File: src/rtl/iic_pkg.sv
// Shared IIC definitions: FSM state encoding and engine field widths.
// Pure declarations, no logic or latency.
// Used by the transaction arbiter and the AXI-lite IIC bridge.
package iic_pkg;

    localparam int IIC_DEV_ADDR_W  = 7;
    localparam int IIC_WORD_ADDR_W = 8;
    localparam int IIC_DATA_W      = 8;

    typedef enum logic [1:0] {
        ST_IDLE  = 2'd0,
        ST_LATCH = 2'd1,
        ST_RUN   = 2'd2,
        ST_RESP  = 2'd3
    } iic_state_t;

endpackage

File: src/rtl/iic_rr_arbiter.sv
// Round-robin pick: first set request searching upward from last+1 with wrap.
// Latency: purely combinational, zero cycles.
// Backpressure: none; the caller decides when to act on the grant.
module rr_arbiter #(
    parameter int N  = 4,
    parameter int IW = $clog2(N)
) (
    input  logic [N-1:0]  req,
    input  logic [IW-1:0] last,
    output logic [N-1:0]  gnt,
    output logic [IW-1:0] idx,
    output logic          any
);

    logic [IW-1:0] j;

    always_comb begin
        gnt = '0;
        idx = '0;
        any = 1'b0;
        j   = '0;
        for (int k = 1; k <= N; k++) begin
            j = IW'((int'(last) + k) % N);
            if (!any && req[j]) begin
                any    = 1'b1;
                gnt[j] = 1'b1;
                idx    = j;
            end
        end
    end

endmodule

File: src/rtl/iic_txn_arbiter.sv
// Shares one IIC byte engine between N_REQ requesters, one transaction in flight.
// Latency: req_valid seen -> req_ready next cycle -> engine enable the cycle after.
// Backpressure: requesters hold req_valid until their req_ready pulse; others wait in RR order.
module iic_txn_arbiter
    import iic_pkg::*;
#(
    parameter int N_REQ          = 4,
    parameter int TIMEOUT_CYCLES = 65535
) (
    input  logic                                clk,
    input  logic                                reset,
    input  logic [N_REQ-1:0]                    req_valid,
    input  logic [N_REQ-1:0]                    req_rnw,
    input  logic [IIC_DEV_ADDR_W*N_REQ-1:0]     req_dev_addr,
    input  logic [IIC_WORD_ADDR_W*N_REQ-1:0]    req_word_addr,
    input  logic [IIC_DATA_W*N_REQ-1:0]         req_wdata,
    output logic [N_REQ-1:0]                    req_ready,
    output logic [N_REQ-1:0]                    rsp_valid,
    output logic [IIC_DATA_W-1:0]               rsp_rdata,
    output logic                                rsp_err,
    output logic                                iic_send_en,
    output logic                                iic_recv_en,
    output logic [IIC_DEV_ADDR_W-1:0]           iic_dev_addr,
    output logic [IIC_WORD_ADDR_W-1:0]          iic_word_addr,
    output logic [IIC_DATA_W-1:0]               iic_write_data,
    input  logic                                iic_done,
    input  logic [IIC_DATA_W-1:0]               iic_read_data
);

    localparam int IW    = $clog2(N_REQ);
    localparam int CNT_W = $clog2(TIMEOUT_CYCLES);
    localparam logic [CNT_W-1:0] CNT_LAST = CNT_W'(TIMEOUT_CYCLES - 1);

    iic_state_t     state;
    logic [IW-1:0]  gnt_idx;
    logic [IW-1:0]  last_idx;
    logic [CNT_W-1:0] cnt;

    logic [N_REQ-1:0] arb_gnt;
    logic [IW-1:0]    arb_idx;
    logic             arb_any;

    rr_arbiter #(.N(N_REQ)) u_rr (
        .req  (req_valid),
        .last (last_idx),
        .gnt  (arb_gnt),
        .idx  (arb_idx),
        .any  (arb_any)
    );

    always_ff @(posedge clk or posedge reset) begin
        if (reset) begin
            state          <= ST_IDLE;
            gnt_idx        <= '0;
            last_idx       <= IW'(N_REQ - 1);
            cnt            <= '0;
            req_ready      <= '0;
            rsp_valid      <= '0;
            rsp_rdata      <= '0;
            rsp_err        <= 1'b0;
            iic_send_en    <= 1'b0;
            iic_recv_en    <= 1'b0;
            iic_dev_addr   <= '0;
            iic_word_addr  <= '0;
            iic_write_data <= '0;
        end else begin
            req_ready <= '0;
            rsp_valid <= '0;
            case (state)
                ST_IDLE: begin
                    if (arb_any) begin
                        gnt_idx   <= arb_idx;
                        req_ready <= arb_gnt;
                        state     <= ST_LATCH;
                    end
                end
                // Fields are captured at the end of the ready cycle, while the requester still holds them.
                ST_LATCH: begin
                    iic_dev_addr   <= req_dev_addr[gnt_idx*IIC_DEV_ADDR_W +: IIC_DEV_ADDR_W];
                    iic_word_addr  <= req_word_addr[gnt_idx*IIC_WORD_ADDR_W +: IIC_WORD_ADDR_W];
                    iic_write_data <= req_wdata[gnt_idx*IIC_DATA_W +: IIC_DATA_W];
                    iic_recv_en    <= req_rnw[gnt_idx];
                    iic_send_en    <= ~req_rnw[gnt_idx];
                    last_idx       <= gnt_idx;
                    cnt            <= '0;
                    state          <= ST_RUN;
                end
                ST_RUN: begin
                    if (iic_done) begin
                        rsp_valid   <= N_REQ'(1) << gnt_idx;
                        rsp_rdata   <= iic_recv_en ? iic_read_data : '0;
                        rsp_err     <= 1'b0;
                        iic_send_en <= 1'b0;
                        iic_recv_en <= 1'b0;
                        state       <= ST_RESP;
                    end else if (cnt == CNT_LAST) begin
                        rsp_valid   <= N_REQ'(1) << gnt_idx;
                        rsp_rdata   <= '0;
                        rsp_err     <= 1'b1;
                        iic_send_en <= 1'b0;
                        iic_recv_en <= 1'b0;
                        state       <= ST_RESP;
                    end else if (cnt != '1) begin
                        cnt <= cnt + 1'b1;
                    end
                end
                ST_RESP: begin
                    state <= ST_IDLE;
                end
                default: begin
                    state <= ST_IDLE;
                end
            endcase
        end
    end

endmodule

File: config.mk
export PLATFORM = sky130hd
export DESIGN_NAME = iic_txn_arbiter
export DESIGN_NICKNAME = d
export VERILOG_FILES = /design/src/rtl/iic_pkg.sv /design/src/rtl/iic_rr_arbiter.sv /design/src/rtl/iic_txn_arbiter.sv
export SDC_FILE = /design/constraint.sdc
export NUM_CORES = 1
export LEC_CHECK = 0
export ABC_AREA = 1
export CAP_MARGIN = 20
export CORE_ASPECT_RATIO = 1.5
export CORE_MARGIN = 3
export CORE_UTILIZATION = 40
export DETAILED_ROUTE_END_ITERATION = 16
export HOLD_SLACK_MARGIN = 0.03
export PLACE_DENSITY = 0.77
export SYNTH_ARGS = -nofsm -noshare
export SYNTH_HDL_FRONTEND = slang
export SYNTH_SLANG_ARGS = --single-unit
File: constraint.sdc
create_clock -name clk -period 1.9 [get_ports clk]
set_clock_uncertainty 0.15 [all_clocks]
set_input_delay 0.285 -clock clk [delete_from_list [all_inputs] [get_ports clk]]
set_output_delay 0.285 -clock clk [all_outputs]
set_load 0.02 [all_outputs]
==> flow_summary_export.csv, run 1 <==
group,metric,value,unit
setup_path,worstSetupStartpointType,"flop",
detailed_routing,antenna_left,0,
timing,tightest_slew,0.435,ns
setup_path,required,1.97,ns
die,die_h,127,um
timing,whs,0.129,ns
power_and_ir_drop,pwr_density_cell,1490,nW/um2
logic_synthesis,synth_mux_area_share,0,%
global_route,grt_use_total,22.6,%
finish,layout.nets,815,
setup_path,r2r_start,"last_idx[0]$_DFFE_PP1P_",
cts,cts_inserted_buffers,9,
setup_path,cpMaxStageDelayCell,"dfstp_2",
timing,rsz0062_at_grt,"yes",
die,io_pins,153,
logic_synthesis,synth.area.top_cells,"dfrtp_1, nand2_1, nand3_1",
detailed_routing,wire_per_inst,15.2,um
place,place_ws,-0.0221,ns
timing,setup_ws,0.00195,ns
die,initial_core_util,41.7,%
cts,htreeDepth,3,
detailed_routing,vias,4212,
setup_path,worstSetupEndpointType,"flop",
logic_synthesis,synth_edf_count,0,
setup_path,critical_path_buf_inv_count,2,
finish,utilization,64.7,%
logic_synthesis,yosysSeqAreaShare,40.9,%
logic_synthesis,synth-seq-cells,64,
run_status,status,"complete, no violations",
timing,fmax,527,MHz
setup_path,cp.arrival,1.97,ns
place,globalplace.congestion,0.929,
logic_synthesis,synth_top_area_share,39.5,%
timing,relSlewSlack,71.0,%
power_and_ir_drop,peakVddDrop,0.000851,V
finish,fin_cells,807,
place,dp_hpwl,9440,um
cts,clock_latency,0.33,ns
finish,diodes,0,
logic_synthesis,synth_ff_type,"dfrtp_1",
logic_synthesis,synth_cell_type_count,38,
timing,fin_crit_sh,99.9,%
finish,syn_to_final_growth,55.2,%
setup_path,reg2reg_depth,9,
timing,setup-violations-final,0,
cts,clkSlewWorstSetupHoldPaths,0.06,ns
logic_synthesis,synth_top_family_by_area,"simple AND/OR/NAND/NOR gates",
setup_path,worst_r2r_endpoint,"state[1]$_DFFE_PP0P_",
logic_synthesis,synthArstFlopShare,100,%
die,core-area,9420,um2
timing,period_needed,1.90,ns
logic_synthesis,yosysTopAreaCell,"dfrtp_1",
detailed_routing,drt_pass1_iterations,5,
place,io_buffers,152,
detailed_routing,drtIter0Drc,251,
detailed_routing,drc,0,
logic_synthesis,synth-xor-area-share,1.79,%
run,cap_violations,0,
global_route,grt_overflow_total,0,
cts,clockBufferDepth,2,
place,numPlacedInstances,789,
die,die-area,11100,um2
global_route,antenna_found_initial,0,
logic_synthesis,synthAdderAreaFrac,4.14,%
die,die_w,86.9,um
setup_path,crit_family,"simple AND/OR/NAND/NOR gates",
detailed_routing,routed_via_density,5.22,
timing,maxSlewViolCount,0,
setup_path,r2r_setup_slack,0.002,ns
setup_path,worstSetupPathDepth,9,
logic_synthesis,synth_compound_area_share,11.4,%
global_route,grt_max_degree,45,
setup_path,crit_chain,"inv_8, ha_4, inv_4, nand3_4, nand2_4, nor2_4, nand4_1, nand3_1, nand2_1",
logic_synthesis,avgSynthCellArea,7.50,um2
min_path,hold_class,"in -> async",
global_route,grt_pass1_vias,4315,
logic_synthesis,synth-simple-area-share,34.9,%
logic_synthesis,ys_warn_count,0,
setup_path,path_max_fanout,6,
timing,hold_viol,0,
logic_synthesis,syn_nets,647,
setup_path,slowest_delay,0.58,ns
die,row_count,43,
timing,fin_tns_setup,0,ns
cts,cts_tree,"done",
cts,root_buffer,"clkbuf_16",
logic_synthesis,syn_inst,523,
setup_path,worst-setup-path-type,"reg -> reg",
power_and_ir_drop,p_leak,2.67,nW
logic_synthesis,syn-cell-area,3930,um2
cts,cts_sinks,64,
finish,drive_gt1_share,12.7,%
global_route,grt_first_pass_wirelength,19800,um
detailed_routing,drt_wl_total,12200,um
[repair_timing]
| action | 4_1_cts | 5_1_grt |
|---|---|---|
| setup buffers | 1 | 2 |
| hold buffers | 0 | 0 |
| cloned | 0 | 0 |
| gates resized for setup | 3 | 9 |
| pin swaps | 4 | 5 |
| endpoints found under the hold margin | 0 | 0 |
| setup endpoints to repair | 3 | 11 |
[kinds of logic (layout without fill, tap and decap cells)]
| group | Yosys count | after routing |
|---|---|---|
| AOI/OAI and AO/OA | 63 | 63 |
| xor gates and xnor gates | 8 | 8 |
| adders and majority gates | 13 | 13 |
| buffers and inverters | 61 | 233 |
| DFF | 64 | 64 |
| and+or+nand+nor | 314 | 314 |
[power by group]
part | switching [mW] | internal, mW | total [mW]
registers | 0.303 | 1.86 | 2.16
clock network | 0.588 | 1.13 | 1.72
logic | 3.03 | 2.18 | 5.21
[how the worst max path moves through the flow]
stage	from	to	slack (ns)
after global placement	last_idx[0]$_DFFE_PP1P_	state[1]$_DFFE_PP0P_	0.08
after floorplan	last_idx[0]$_DFFE_PP1P_	req_ready[0]$_DFF_PP0_	0.0009
final	last_idx[0]$_DFFE_PP1P_	state[1]$_DFFE_PP0P_	0.002
after global routing	last_idx[0]$_DFFE_PP1P_	req_ready[2]$_DFF_PP0_	-0.09
after CTS	last_idx[0]$_DFFE_PP1P_	state[1]$_DFFE_PP0P_	0.01
after detailed placement	last_idx[0]$_DFFE_PP1P_	state[1]$_DFFE_PP0P_	-0.02
[per-stage QoR]
step,area (um2),power (mW)
2_1_floorplan,3940,5.23
3_3_place_gp,5710,7.03
3_5_place_dp,5710,7.15
4_1_cts,6040,8.98
5_1_grt,6090,9.76
6_report,6090,9.09
[routing by layer]
metal  global-route usage, %  wire (um)  vias to the layer above  share of wire [%]
li1                        -          -                     2070                  -
met1                    25.0       4440                     1932                 36
met2                    40.0       6520                      183                 53
met3                    6.13        944                       27                7.7
met4                    9.63        346                        0                2.8
met5                       0          0                        -                  0
[cell type report]
cell class	instances	area, um2
well taps	112	140
inverters	38	159
clock buffers	9	225
clock inverters	6	85.1
fillers	803	3320
multi-input cells	398	2110
repair buffers	180	1770
flip-flops and latches	64	1600
[cells in the final DEF, fill, tap and decap left out, types with 5 or more instances in the layout]
cell type        count
dfrtp_1             62
nand2_1            174
a22oi_1             23
nand2_2              8
ha_1                11
buf_4               25
xor2_1               7
inv_2                5
nand3_1             44
clkbuf_16            9
a31oi_1              5
clkdlybuf4s50_1    152
nor3_1               5
o21ai_1              9
inv_1               28
a41oi_1             11
nor2_2               6
nand4_1             15
nor2_1              46
[state kept, by name, summed over array words and instances, names as in the netlist]
register	cells
rsp_valid	4
iic_word_addr	8
iic_recv_en	1
last_idx	2
iic_dev_addr	7
iic_write_data	8
rsp_err	1
cnt	16
state	2
rsp_rdata	8
gnt_idx	2
iic_send_en	1
req_ready	4
[Yosys cell counts (2+ instances only)]
library cell / count
nand4_1: 15
nand2_1: 180
inv_2: 5
nor2_2: 7
dfrtp_1: 62
o21ai_0: 3
buf_4: 2
clkbuf_1: 6
nor3_1: 6
ha_1: 13
nor2_4: 2
nand2_2: 3
o21ai_1: 9
o21bai_1: 2
buf_2: 11
nor2_1: 47
o21ai_2: 4
a31oi_1: 5
nand3_1: 44
nor4_1: 2
xor2_1: 7
a41oi_1: 11
dfstp_2: 2
a21oi_1: 4
inv_1: 31
buf_1: 2
a22oi_1: 23
nand3_2: 4
buf_6: 2
No activity file was read; power rests on OpenSTA's default activity.
==> run 2: changes to the inputs <==
--- a/config.mk
+++ b/config.mk
@@ -16,3 +16,4 @@
 export SYNTH_ARGS = -nofsm -noshare
 export SYNTH_HDL_FRONTEND = slang
 export SYNTH_SLANG_ARGS = --single-unit
+export TNS_END_PERCENT = 5
==> flow_summary_export.csv, run 2 (same netlist as run 1, synthesis figures left out) <==
group,metric,value,unit
run_status,status,"complete, no violations",
detailed_routing,wire_per_inst,15.5,um
run,cap_violations,0,
place,io_buffers,152,
setup_path,slowest_delay,0.59,ns
finish,final_common_cell,"nand2_1",
cts,htreeDepth,3,
finish,diodes,0,
timing,fmax,527,MHz
setup_path,reg2reg_depth,10,
global_route,grt_use_total,22.9,%
setup_path,required,2.02,ns
setup_path,crit_chain,"inv_8, ha_4, inv_4, nand3_4, nand2_4, nor2_4, nand4_1, nand2_1, nand2_1, nand2_1",
detailed_routing,drt_pass1_iterations,5,
power_and_ir_drop,peakVddDrop,0.000821,V
die,core-area,9420,um2
timing,rsz0062_at_grt,"yes",
min_path,hold_class,"in -> async",
setup_path,worstSetupPathDepth,10,
setup_path,cp.arrival,2.02,ns
global_route,antenna_found_initial,0,
detailed_routing,antenna_left,0,
timing,setup-violations-final,0,
cts,cts_tree,"done",
die,initial_core_util,41.7,%
timing,maxSlewViolCount,0,
global_route,grt_max_degree,65,
power_and_ir_drop,p_leak,2.65,nW
cts,root_buffer,"clkbuf_16",
setup_path,worstSetupEndpointType,"flop",
place,numPlacedInstances,787,
finish,utilization,64.6,%
cts,clock_latency,0.34,ns
timing,fin_tns_setup,0,ns
detailed_routing,vias,4290,
die,die_h,127,um
die,row_count,43,
setup_path,crit_family,"simple AND/OR/NAND/NOR gates",
global_route,grt_pass1_vias,4279,
cts,clockBufferDepth,2,
finish,layout.nets,814,
finish,final_cell_mix,"nand2_1, clkdlybuf4s50_1, dfrtp_1",
detailed_routing,drt_wl_total,12500,um
cts,cts_inserted_buffers,9,
timing,fin_crit_sh,99.9,%
die,die-area,11100,um2
die,io_pins,153,
power_and_ir_drop,pwr_density_cell,1510,nW/um2
global_route,grt_first_pass_wirelength,20100,um
place,dp_hpwl,9540,um
timing,period_needed,1.90,ns
finish,largest_register_ff_count,16,
timing,relSlewSlack,64.5,%
place,globalplace.congestion,0.889,
setup_path,crit_top_cell,"nand2_1",
setup_path,worst-setup-path-type,"reg -> reg",
die,die_w,86.9,um
detailed_routing,routed_via_density,5.32,
cts,postCtsHoldBufs,0,
setup_path,path_max_fanout,5,
timing,tightest_slew,0.529,ns
setup_path,cpMaxStageDelayCell,"dfstp_2",
setup_path,worstSetupStartpointType,"flop",
global_route,grt_overflow_total,0,
cts,clkSlewWorstSetupHoldPaths,0.05,ns
timing,hold_viol,0,
detailed_routing,drtIter0Drc,188,
finish,fin_cells,807,
finish,drive_gt1_share,12.2,%
timing,whs,0.225,ns
finish,syn_to_final_growth,55.0,%
cts,cts_sinks,64,
finish,regMostFlops,"cnt",
detailed_routing,drc,0,
setup_path,critical_path_buf_inv_count,2,
[run 2: cell types whose count changed in the layout (fill, tap and decap cells not counted), sizes merged]
cell      before  now
clkbuf         9   10
clkinvlp       3    5
bufinv         2    1
clkinv         3    2
buf           28   27
[run 2: cell type report]
type | count | area, um2
multi-input combinational | 398 | 2110
tap | 112 | 140
clock buffer | 10 | 239
inverter | 38 | 156
fill | 786 | 3330
clock inverter | 6 | 68.8
sequential | 64 | 1600
timing repair buffer | 179 | 1770
[run 2: per-stage QoR]
step	area, um2	total power, mW	setup slack (ns)
final	6080	9.19	0.00102
after global routing	6080	9.80	-0.0948
after CTS	6010	9.02	0.00476
after detailed placement	5680	7.21	-0.111
after global placement	5680	7.06	-0.0309
after floorplan	3930	5.18	-0.0939
[run 2: final timing paths]
path	from	end	slack, ns
max in group asynchronous	reset	last_idx[0]$_DFFE_PP1P_	1.04
hold / removal	reset	cnt[4]$_DFFE_PP0P_	0.23
setup reg to reg	last_idx[0]$_DFFE_PP1P_	state[0]$_DFFE_PP0P_	0.001
setup / recovery	last_idx[0]$_DFFE_PP1P_	state[0]$_DFFE_PP0P_	0.001
hold reg to reg	iic_dev_addr[5]$_DFFE_PP0P_	iic_dev_addr[5]$_DFFE_PP0P_	0.33
min in group clk	iic_dev_addr[5]$_DFFE_PP0P_	iic_dev_addr[5]$_DFFE_PP0P_	0.33
[run 2: power by group]
group / switching (mW) / leakage [nW] / internal, mW
Combinational: 3.07 / 1.70 / 2.23
Clock: 0.642 / 0.137 / 1.05
Sequential: 0.334 / 0.818 / 1.86
[run 2: repair_timing]
| item | CTS | global route |
|---|---|---|
| cloned | 0 | 0 |
| pin swaps | 2 | 6 |
| setup buffers | 0 | 4 |
| setup endpoints to repair | 8 | 24 |
| resized for setup | 5 | 11 |
[run 2: worst reg2reg max path, stage by stage (launching register included)]
cell and delay (ns):
dfstp_2 0.59, inv_8 0.04, ha_4 0.28, inv_4 0.05
nand3_4 0.06, nand2_4 0.09, nor2_4 0.17, nand4_1 0.16
nand2_1 0.12, nand2_1 0.06, nand2_1 0.07
[run 2: layer usage]
| layer | wire length (um) | part of all wire [%] | up-vias | track usage (%) |
|---|---|---|---|---|
| met5 | 0 | 0 | - | 0 |
| li1 | - | - | 2061 | - |
| met2 | 6500 | 52 | 206 | 38.7 |
| met3 | 1110 | 8.8 | 31 | 6.06 |
| met1 | 4570 | 36 | 1992 | 26.2 |
| met4 | 350 | 2.8 | 0 | 11.4 |
